==> config.mk <==
export PLATFORM = sky130hd
export DESIGN_NAME = muldiv_ctrl
export DESIGN_NICKNAME = d
export VERILOG_FILES = /design/src/rtl/muldiv_pkg.sv /design/src/rtl/muldiv_ctrl_mul_shift_add.sv /design/src/rtl/muldiv_ctrl.sv
export SDC_FILE = /design/constraint.sdc
export NUM_CORES = 1
export LEC_CHECK = 0
export BUFFER_PORTS_ARGS = -buffer_cell sky130_fd_sc_hd__buf_2
export CORE_ASPECT_RATIO = 0.7
export CORE_MARGIN = 4
export CORE_UTILIZATION = 50
export CTS_BUF_LIST = sky130_fd_sc_hd__clkbuf_4
export CTS_CLUSTER_SIZE = 28
export DETAILED_ROUTE_END_ITERATION = 6
export HOLD_SLACK_MARGIN = 0.15
export PLACE_DENSITY = 0.66
export RECOVER_POWER = 25
export SLEW_MARGIN = 20
export SYNTH_ARGS = -nofsm -noshare
export SYNTH_HDL_FRONTEND = slang
export SYNTH_SLANG_ARGS = --single-unit
export TNS_END_PERCENT = 30
==> constraint.sdc <==
create_clock -name clk -period 4.38 [get_ports clk]
set_clock_uncertainty 0.05 [all_clocks]
set_input_delay 0.438 -clock clk [delete_from_list [all_inputs] [get_ports clk]]
set_output_delay 0.438 -clock clk [all_outputs]
set_load 0.01 [all_outputs]
==> src/rtl/muldiv_pkg.sv <==
// muldiv_pkg: shared definitions for the HI/LO multiply sequencer.
//   - op encodings as presented by the EX stage
//   - FSM state enum
//   - default operand width / iteration count
package muldiv_pkg;

  localparam int MUL_ITERS = 32;  // one iteration per multiplier bit

  localparam logic [1:0] OP_MULTU = 2'b00;
  localparam logic [1:0] OP_MULT  = 2'b01;
  localparam logic [1:0] OP_MTHI  = 2'b10;
  localparam logic [1:0] OP_MTLO  = 2'b11;

  typedef enum logic [1:0] {
    ST_IDLE = 2'b00,
    ST_CALC = 2'b01,
    ST_WB   = 2'b10
  } state_t;

  // Multiplies are the ops with bit 1 clear.
  function automatic logic is_mul_op(input logic [1:0] op);
    return (op == OP_MULTU) || (op == OP_MULT);
  endfunction

endpackage

==> src/rtl/muldiv_ctrl_mul_shift_add.sv <==
// mul_shift_add: unsigned shift-add multiply datapath.
//   clk, reset     : clock, synchronous active-high reset
//   load           : capture mcand/mplier, clear accumulator
//   step           : one add-shift iteration
//   mcand, mplier  : unsigned WIDTH-bit operands
//   acc            : 2*WIDTH-bit running product
module mul_shift_add #(
  parameter int WIDTH = 32
) (
  input  logic                 clk,
  input  logic                 reset,
  input  logic                 load,
  input  logic                 step,
  input  logic [WIDTH-1:0]     mcand,
  input  logic [WIDTH-1:0]     mplier,
  output logic [2*WIDTH-1:0]   acc
);

  logic [2*WIDTH-1:0] r_mcand;
  logic [WIDTH-1:0]   r_mplier;
  logic [2*WIDTH-1:0] r_acc;
  logic [2*WIDTH-1:0] w_addend;

  // Multiplicand is kept 2*WIDTH wide so it can be shifted left
  // without losing the high bits of the partial product.
  assign w_addend = r_mplier[0] ? r_mcand : '0;

  always_ff @(posedge clk) begin
    if (reset) begin
      r_mcand  <= '0;
      r_mplier <= '0;
      r_acc    <= '0;
    end else if (load) begin
      r_mcand  <= {{WIDTH{1'b0}}, mcand};
      r_mplier <= mplier;
      r_acc    <= '0;
    end else if (step) begin
      r_acc    <= r_acc + w_addend;
      r_mcand  <= {r_mcand[2*WIDTH-2:0], 1'b0};
      r_mplier <= {1'b0, r_mplier[WIDTH-1:1]};
    end
  end

  assign acc = r_acc;

endmodule

==> src/rtl/muldiv_ctrl.sv <==
// muldiv_ctrl: HI/LO sequencer. Runs a WIDTH-iteration shift-add multiply
// for MULT/MULTU, writes MTHI/MTLO directly, and owns the HI/LO registers.
//   clk, reset      : clock, synchronous active-high reset
//   start, op       : operation valid / code (sampled in IDLE only)
//   src_a, src_b    : rs (multiplicand or MTHI/MTLO data), rt (multiplier)
//   rd_req          : MFHI/MFLO in read stage
//   busy            : multiply in progress (CALC or WB)
//   stall           : rd_req & busy, combinational
//   done            : one-cycle pulse, new HI/LO visible
//   hi_out, lo_out  : architectural HI/LO
module muldiv_ctrl
  import muldiv_pkg::*;
#(
  parameter int WIDTH = MUL_ITERS
) (
  input  logic             clk,
  input  logic             reset,
  input  logic             start,
  input  logic [1:0]       op,
  input  logic [WIDTH-1:0] src_a,
  input  logic [WIDTH-1:0] src_b,
  input  logic             rd_req,
  output logic             busy,
  output logic             stall,
  output logic             done,
  output logic [WIDTH-1:0] hi_out,
  output logic [WIDTH-1:0] lo_out
);

  localparam int CW = $clog2(WIDTH);

  state_t               r_state;
  logic [CW-1:0]        r_cnt;
  logic                 r_neg;
  logic                 r_done;
  logic [WIDTH-1:0]     r_hi;
  logic [WIDTH-1:0]     r_lo;

  logic                 w_accept;
  logic                 w_signed;
  logic                 w_step;
  logic [WIDTH-1:0]     w_mag_a;
  logic [WIDTH-1:0]     w_mag_b;
  logic [2*WIDTH-1:0]   w_acc;
  logic [2*WIDTH-1:0]   w_result;

  assign w_accept = (r_state == ST_IDLE) && start && is_mul_op(op);
  assign w_signed = (op == OP_MULT);
  assign w_step   = (r_state == ST_CALC);

  // Magnitudes for the signed case. The most negative value negates to
  // itself, which read as unsigned is exactly its magnitude.
  assign w_mag_a = (w_signed && src_a[WIDTH-1]) ? (~src_a + WIDTH'(1)) : src_a;
  assign w_mag_b = (w_signed && src_b[WIDTH-1]) ? (~src_b + WIDTH'(1)) : src_b;

  mul_shift_add #(.WIDTH(WIDTH)) u_msa (
    .clk    (clk),
    .reset  (reset),
    .load   (w_accept),
    .step   (w_step),
    .mcand  (w_mag_a),
    .mplier (w_mag_b),
    .acc    (w_acc)
  );

  assign w_result = r_neg ? (~w_acc + (2*WIDTH)'(1)) : w_acc;

  always_ff @(posedge clk) begin
    if (reset) begin
      r_state <= ST_IDLE;
      r_cnt   <= '0;
      r_neg   <= 1'b0;
      r_done  <= 1'b0;
      r_hi    <= '0;
      r_lo    <= '0;
    end else begin
      r_done <= 1'b0;
      case (r_state)
        ST_IDLE: begin
          if (start) begin
            case (op)
              OP_MTHI: r_hi <= src_a;
              OP_MTLO: r_lo <= src_a;
              default: begin
                r_state <= ST_CALC;
                r_cnt   <= '0;
                r_neg   <= w_signed && (src_a[WIDTH-1] ^ src_b[WIDTH-1]);
              end
            endcase
          end
        end
        ST_CALC: begin
          r_cnt <= r_cnt + CW'(1);
          if (r_cnt == CW'(WIDTH - 1)) r_state <= ST_WB;
        end
        ST_WB: begin
          {r_hi, r_lo} <= w_result;
          r_done       <= 1'b1;
          r_state      <= ST_IDLE;
        end
        default: r_state <= ST_IDLE;
      endcase
    end
  end

  assign busy   = (r_state != ST_IDLE);
  assign stall  = rd_req & busy;
  assign done   = r_done;
  assign hi_out = r_hi;
  assign lo_out = r_lo;

endmodule

* Word level (Yosys, flattened, before mapping)
Cells that the tools add are included.
** Storage, ports and cells
- Input port bits :: 70
- Logic and storage cells :: 73
- Output and inout port bits :: 67
- Flip-flop bits (word level) :: 233
** Operators by class
- Bitwise gates (word level) :: 6
- Muxes and demuxes :: 22
- $add $sub $neg :: 5
- Equal/unequal tests :: 11
- Reduce and logical (&&, ||, !) cells :: 19
** Operators with widths (count)
- 32-bit 2-to-1 mux :: 10
- 64-bit 2-to-1 mux :: 2
- 32-bit case mux with 2 select lines :: 2
- 32-bit by 1-bit adder with 32-bit output (second input constant) :: 2
- 64-bit by 1-bit adder with 64-bit output (second input constant) :: 1
- 64-bit adder :: 1
- 32-bit inverter :: 2
- 64-bit inverter :: 1
- 3-bit AND reduction :: 5
- 5-bit 2-to-1 mux :: 2
- 5-bit case mux with 2 select lines :: 1
- 2-bit nonzero test :: 4
- 2-bit equality test (second input constant) :: 3
- 2-bit 2-to-1 mux :: 3
- 2-bit != test (second input constant) :: 3
- 5-bit by 1-bit adder with 5-bit output (second input constant) :: 1
- 5-bit equality test (second input constant) :: 1
- 1-bit logical AND :: 5
- 2-bit by 1-bit equality test with 1-bit output (second input constant) :: 2
- 2-bit logical NOT :: 2
- 2-bit by 1-bit != test with 1-bit output (second input constant) :: 2
- 2-bit case mux with 2 select lines :: 1
- 2-bit OR reduction :: 2
- 1-bit bitwise AND :: 1
- 4 further kinds :: 4

* Depth between registers and ports, before layout
- Word-level depth :: 5
- Gate-level depth with buffers :: 17
- Mapped depth without buffers :: 15

* Cells and area by module
From an unflattened synthesis, not the netlist that was laid out.
** Unflattened totals
- Cell total of the unflattened synthesis :: 2085
- Area total of the unflattened synthesis :: 16545.9 um2
** By module, submodules not included
- mul_shift_add :: seq. area each 3203.1 um2, area an instance 10364.9 um2, times used 1, cells an instance 1299
- muldiv_ctrl :: seq. area each 1461.4 um2, area an instance 6180.9 um2, times used 1, cells an instance 786

* Least setup slack after synthesis
OpenSTA, ideal clock, no wires.
- Path kind :: register to register
- Start point :: register u_msa.r_mplier[0]
- End point :: register u_msa.r_acc[62] (netlist: u_msa.acc[62])
- Setup time :: 0.131 ns
- Period minus slack after synthesis :: 3.706 ns
- Path slack :: 0.674 ns
- Arrival time :: 3.524 ns
- Path buffers :: 2
- Stages on the path, launching flop included :: 18
- Cell sequence :: dfxtp_1 clkbuf_1 clkbuf_1 and2_1 ha_1 inv_1 fa_1 nand2b_1 a21o_1 a211oi_1 o2111ai_1 a31oi_1 nor3b_1 o31ai_1 a31oi_1 o21ai_0 mux2i_1 o21ai_0
** On the way
- Longest elaborated chain between the ends :: 2
** Ends and longest elaborated chain
- start: declaration :: line muldiv_ctrl_mul_shift_add.sv:20 : logic [WIDTH-1:0] r_mplier;
- start signal: assignment :: line muldiv_ctrl_mul_shift_add.sv:35 : r_mplier <= mplier;
- start signal: assignment :: line muldiv_ctrl_mul_shift_add.sv:40 : r_mplier <= {1'b0, r_mplier[WIDTH-1:1]};
- 64-bit 2-to-1 mux :: line muldiv_ctrl_mul_shift_add.sv:26 : assign w_addend = r_mplier[0] ? r_mcand : '0;
- 64-bit adder :: line muldiv_ctrl_mul_shift_add.sv:38 : r_acc <= r_acc + w_addend;
- end signal: assignment :: line muldiv_ctrl_mul_shift_add.sv:38
- end: declaration :: line muldiv_ctrl_mul_shift_add.sv:21 : logic [2*WIDTH-1:0] r_acc;
Every way passes these cells.
A chain may end at the register's enable or synchronous reset.

* Worst setup path after layout
- Start point :: input src_a[4]
- End point :: register u_msa.r_mcand[31]
** On the way
- Longest elaborated chain between the ends :: 4
** Ends and longest elaborated chain
- start: declaration :: line muldiv_ctrl.sv:20 : input logic [WIDTH-1:0] src_a,
- 32-bit inverter :: line muldiv_ctrl.sv:53 : assign w_mag_a = (w_signed && src_a[WIDTH-1]) ? (~src_a + WIDTH'(1)) : src_a;
- 32-bit by 1-bit adder with 32-bit output :: line muldiv_ctrl.sv:53
- 32-bit 2-to-1 mux :: line muldiv_ctrl.sv:53
- 32-bit 2-to-1 mux :: line muldiv_ctrl_mul_shift_add.sv:33 : end else if (load) begin
- end signal: assignment :: line muldiv_ctrl_mul_shift_add.sv:34 : r_mcand <= {{WIDTH{1'b0}}, mcand};
- end signal: assignment :: line muldiv_ctrl_mul_shift_add.sv:39 : r_mcand <= {r_mcand[2*WIDTH-2:0], 1'b0};
- end: declaration :: line muldiv_ctrl_mul_shift_add.sv:19 : logic [2*WIDTH-1:0] r_mcand;
Every way passes these cells.

==> qor.csv <==
metric;value;unit
GRT Total Usage;32.4;%
Logic pwr share;12.7;%
first-pass GRT wire length;88100;um
Post-Syn Instances;2124;
FFs w/ async S/R, synth;0;%
final hold violations;0;
Slew Limit Fails;123;
sequential share of the synthesized area;29.6;%
Slew @ Worst Pin;2.52;ns
initial antenna violation count;2;
# nets final;2436;
syn nets;2263;
Pint;3530;uW
CTS tree;yes;
fmax;0.242;GHz
P_sw;1500;uW
Clock Latency Late Sink;0.76;ns
Worst Setup Path Type;in2reg;
GP Congestion;0.984;
RSZ-0062 raised after global routing;false;
DR iter-0 viols;2047;
H-tree depth;3;
clk root buf;clkbuf_4;
Chip Width;220;um
detailed placer's ending HPWL;41400;um
Fin Setup TNS;0;ns
status;finished, violations left;
sequential fraction of design power;45.1;%
Mapped Area;15800;um2
Syn Area/Cell;7.43;um2
top-count cell post-synth;nand2_1;
die height;157;um
first drt pass iteration count;6;
I/O Buffers;136;
layout cells sized above 1;10.2;%
synth warn;0;
number of synthesized flops with an enable pin;0;
Distinct cells, synth;66;
CP Max Fanout;4;
Min Hold Slack;0.214;ns
DRC;0;
crit path DAT;4.74;ns
CTS Buffer Depth;3;
failing checks;max-capacitance violations, max-slew violations;
slowest CP cell;or4b_2;
IO Pins;137;
Worst Hold Class;in2reg;
fin crit period;4.14;ns
# clock sinks;233;
CP Launch Type;input port;
drt wl/cell;20.7;um
antenna viol nets, final;0;
area grow syn2layout;16.1;%
Yosys top cell area share;29.6;%
flops & latches, synth;233;
vias in the first global route;15100;
CP delay by family, top;buffers and inverters;
max incr delay on CP;0.76;ns
detailed-route via count;16700;
clock-pin transition on the worst setup and hold timing paths;0.07;ns
switching share of power;29.9;%
largest net degree at the start of global routing;86;
synth top area cells;dfxtp_1 30%, nand2_1 9.3%, a21oi_1 6.4%, xnor2_1 6.1%, ha_1 5.4%;
Post-CTS Setup Bufs;0;
max-cap violation count;2;
Tcrit/Tclk final;94.5;%
maximum vdd drop;0.199;mV
Via density;6.06;
std cell rows;54;
Commonest cells post-synth;389 x nand2_1, 233 x dfxtp_1, 205 x nor2_1, 203 x a21oi_1, 136 x clkbuf_1;
core region area;31100;um2
leakage power;0.00766;uW
Buf+Inv Stages, Crit Path;5;
initial core utilization;50.7;%
final WL;57200;um
Crit. End Element;flop;
GRT overflow;0;
prevailing post-synth register cell;dfxtp_1;
CP Cell Sequence;dlygate4sd3_1 -> buf_2 -> nor3_1 -> nand3_1 -> or4b_2 -> inv_1 -> nand3_1 -> nor3_2 -> nand2_1 -> o41ai_1 -> dlygate4sd3_1 -> nand3_1 -> dlygate4sd3_1 -> a31oi_1;
pwr dens;275;nW/um2
largest area contributor in the netlist;dfxtp_1;
Clock power frac;42.2;%
area of the die;34500;um2
CTS buffer count;66;
setup violators final;0;
Critical Path RT;4.98;ns
max_slew headroom;-68.3;%
[per-stage QoR]
stage | total power, uW | utilization [%] | cells | setup slack [ns] | area, um2
finish | 5030 | 58.8 | 2760 | 0.241 | 18300
global route | 5240 | 58.8 | 2760 | 0.0291 | 18300
CTS | 5060 | 59.1 | 2758 | 0.267 | 18400
detailed placement | 2870 | 53.7 | 2565 | 0.448 | 16700
global placement | 2870 | 53.7 | 2565 | 0.541 | 16700
floorplan | 2640 | - | 2124 | 0.674 | 15800
[worst paths after layout]
kind	slack (ns)	startpoint	cells past startpoint	endpoint
worst max register to register	0.34	u_msa.acc[13]	11	hi_out[8]
worst min-delay path	0.21	start	4	u_msa.r_mcand[0]
worst max-delay path	0.24	src_a[4]	14	u_msa.r_mcand[31]
worst min register to register	0.37	u_msa.r_mcand[59]	2	u_msa.r_mcand[60]
[power by group through the flow]
stage,clock (uW),combinational (uW),sequential [uW]
2_1_floorplan,0,365,2280
3_3_place_gp,0,564,2310
3_5_place_dp,0,568,2310
4_1_cts,2170,631,2260
5_1_grt,2270,696,2270
6_report,2120,640,2270
[layout make-up]
cell class                      instances  area, um2
Fill cell                            2930      12800
Multi-Input combinational cell       1701      10400
Sequential cell                       233       4670
Timing Repair Buffer                  255       1710
Clock buffer                           94        706
Tap cell                              420        526
Inverter                               40        150
Clock inverter                         15        124
Antenna cell                            2       5.00
[layout by cell type, fill, tap and decap left out, drive strengths merged, types with 35 or more instances in the layout]
cell type	instances
a211oi	44
a21o	35
a21oi	203
a311oi	61
and2	71
buf	103
clkbuf	162
dfxtp	233
dlygate4sd3	84
ha	68
inv	41
nand2	390
nor2	205
nor3	38
o21ai	67
xnor2	110
xor2	65
[metal layers]
metal  global-route usage, %  wire length (um)  share of wire, %
met1                    51.3             27700                48
met2                    41.3             21000                37
met3                    9.55              7400                13
met4                    8.88              1130               2.0
met5                       0                 0                 0
[kinds of logic (layout without fill, tap and decap cells)]
group	Yosys count	count (layout)	share of synthesized area (%)
other	0	2	0
and+or+nand+nor	873	873	25.5
DFF	233	233	29.6
adders and majority gates	69	69	5.52
xor gates and xnor gates	175	175	9.71
AOI/OAI and AO/OA	552	552	23.2
buffers and inverters	190	404	4.52
muxes	32	32	2.03
[registers in the layout, indices dropped and copies added (netlist names)]
signal          flops
done                1
r_neg               1
lo_out             32
u_msa.r_mplier     32
u_msa.acc          64
u_msa.r_mcand      64
hi_out             32
r_cnt               5
r_state             2
[worst min-delay path: stages]
cell     delay, ns
buf_2         0.12
nor3b_1       0.20
nand2_1       0.14
a21oi_1       0.08
[what timing repair did]
item / CTS / global route
endpoints found under the hold margin: 131 / 0
setup endpoints to repair: 0 / 1
hold buffers: 84 / 0
gates resized for setup: 0 / 1
Note: power is estimated with default switching activity, not from simulation.
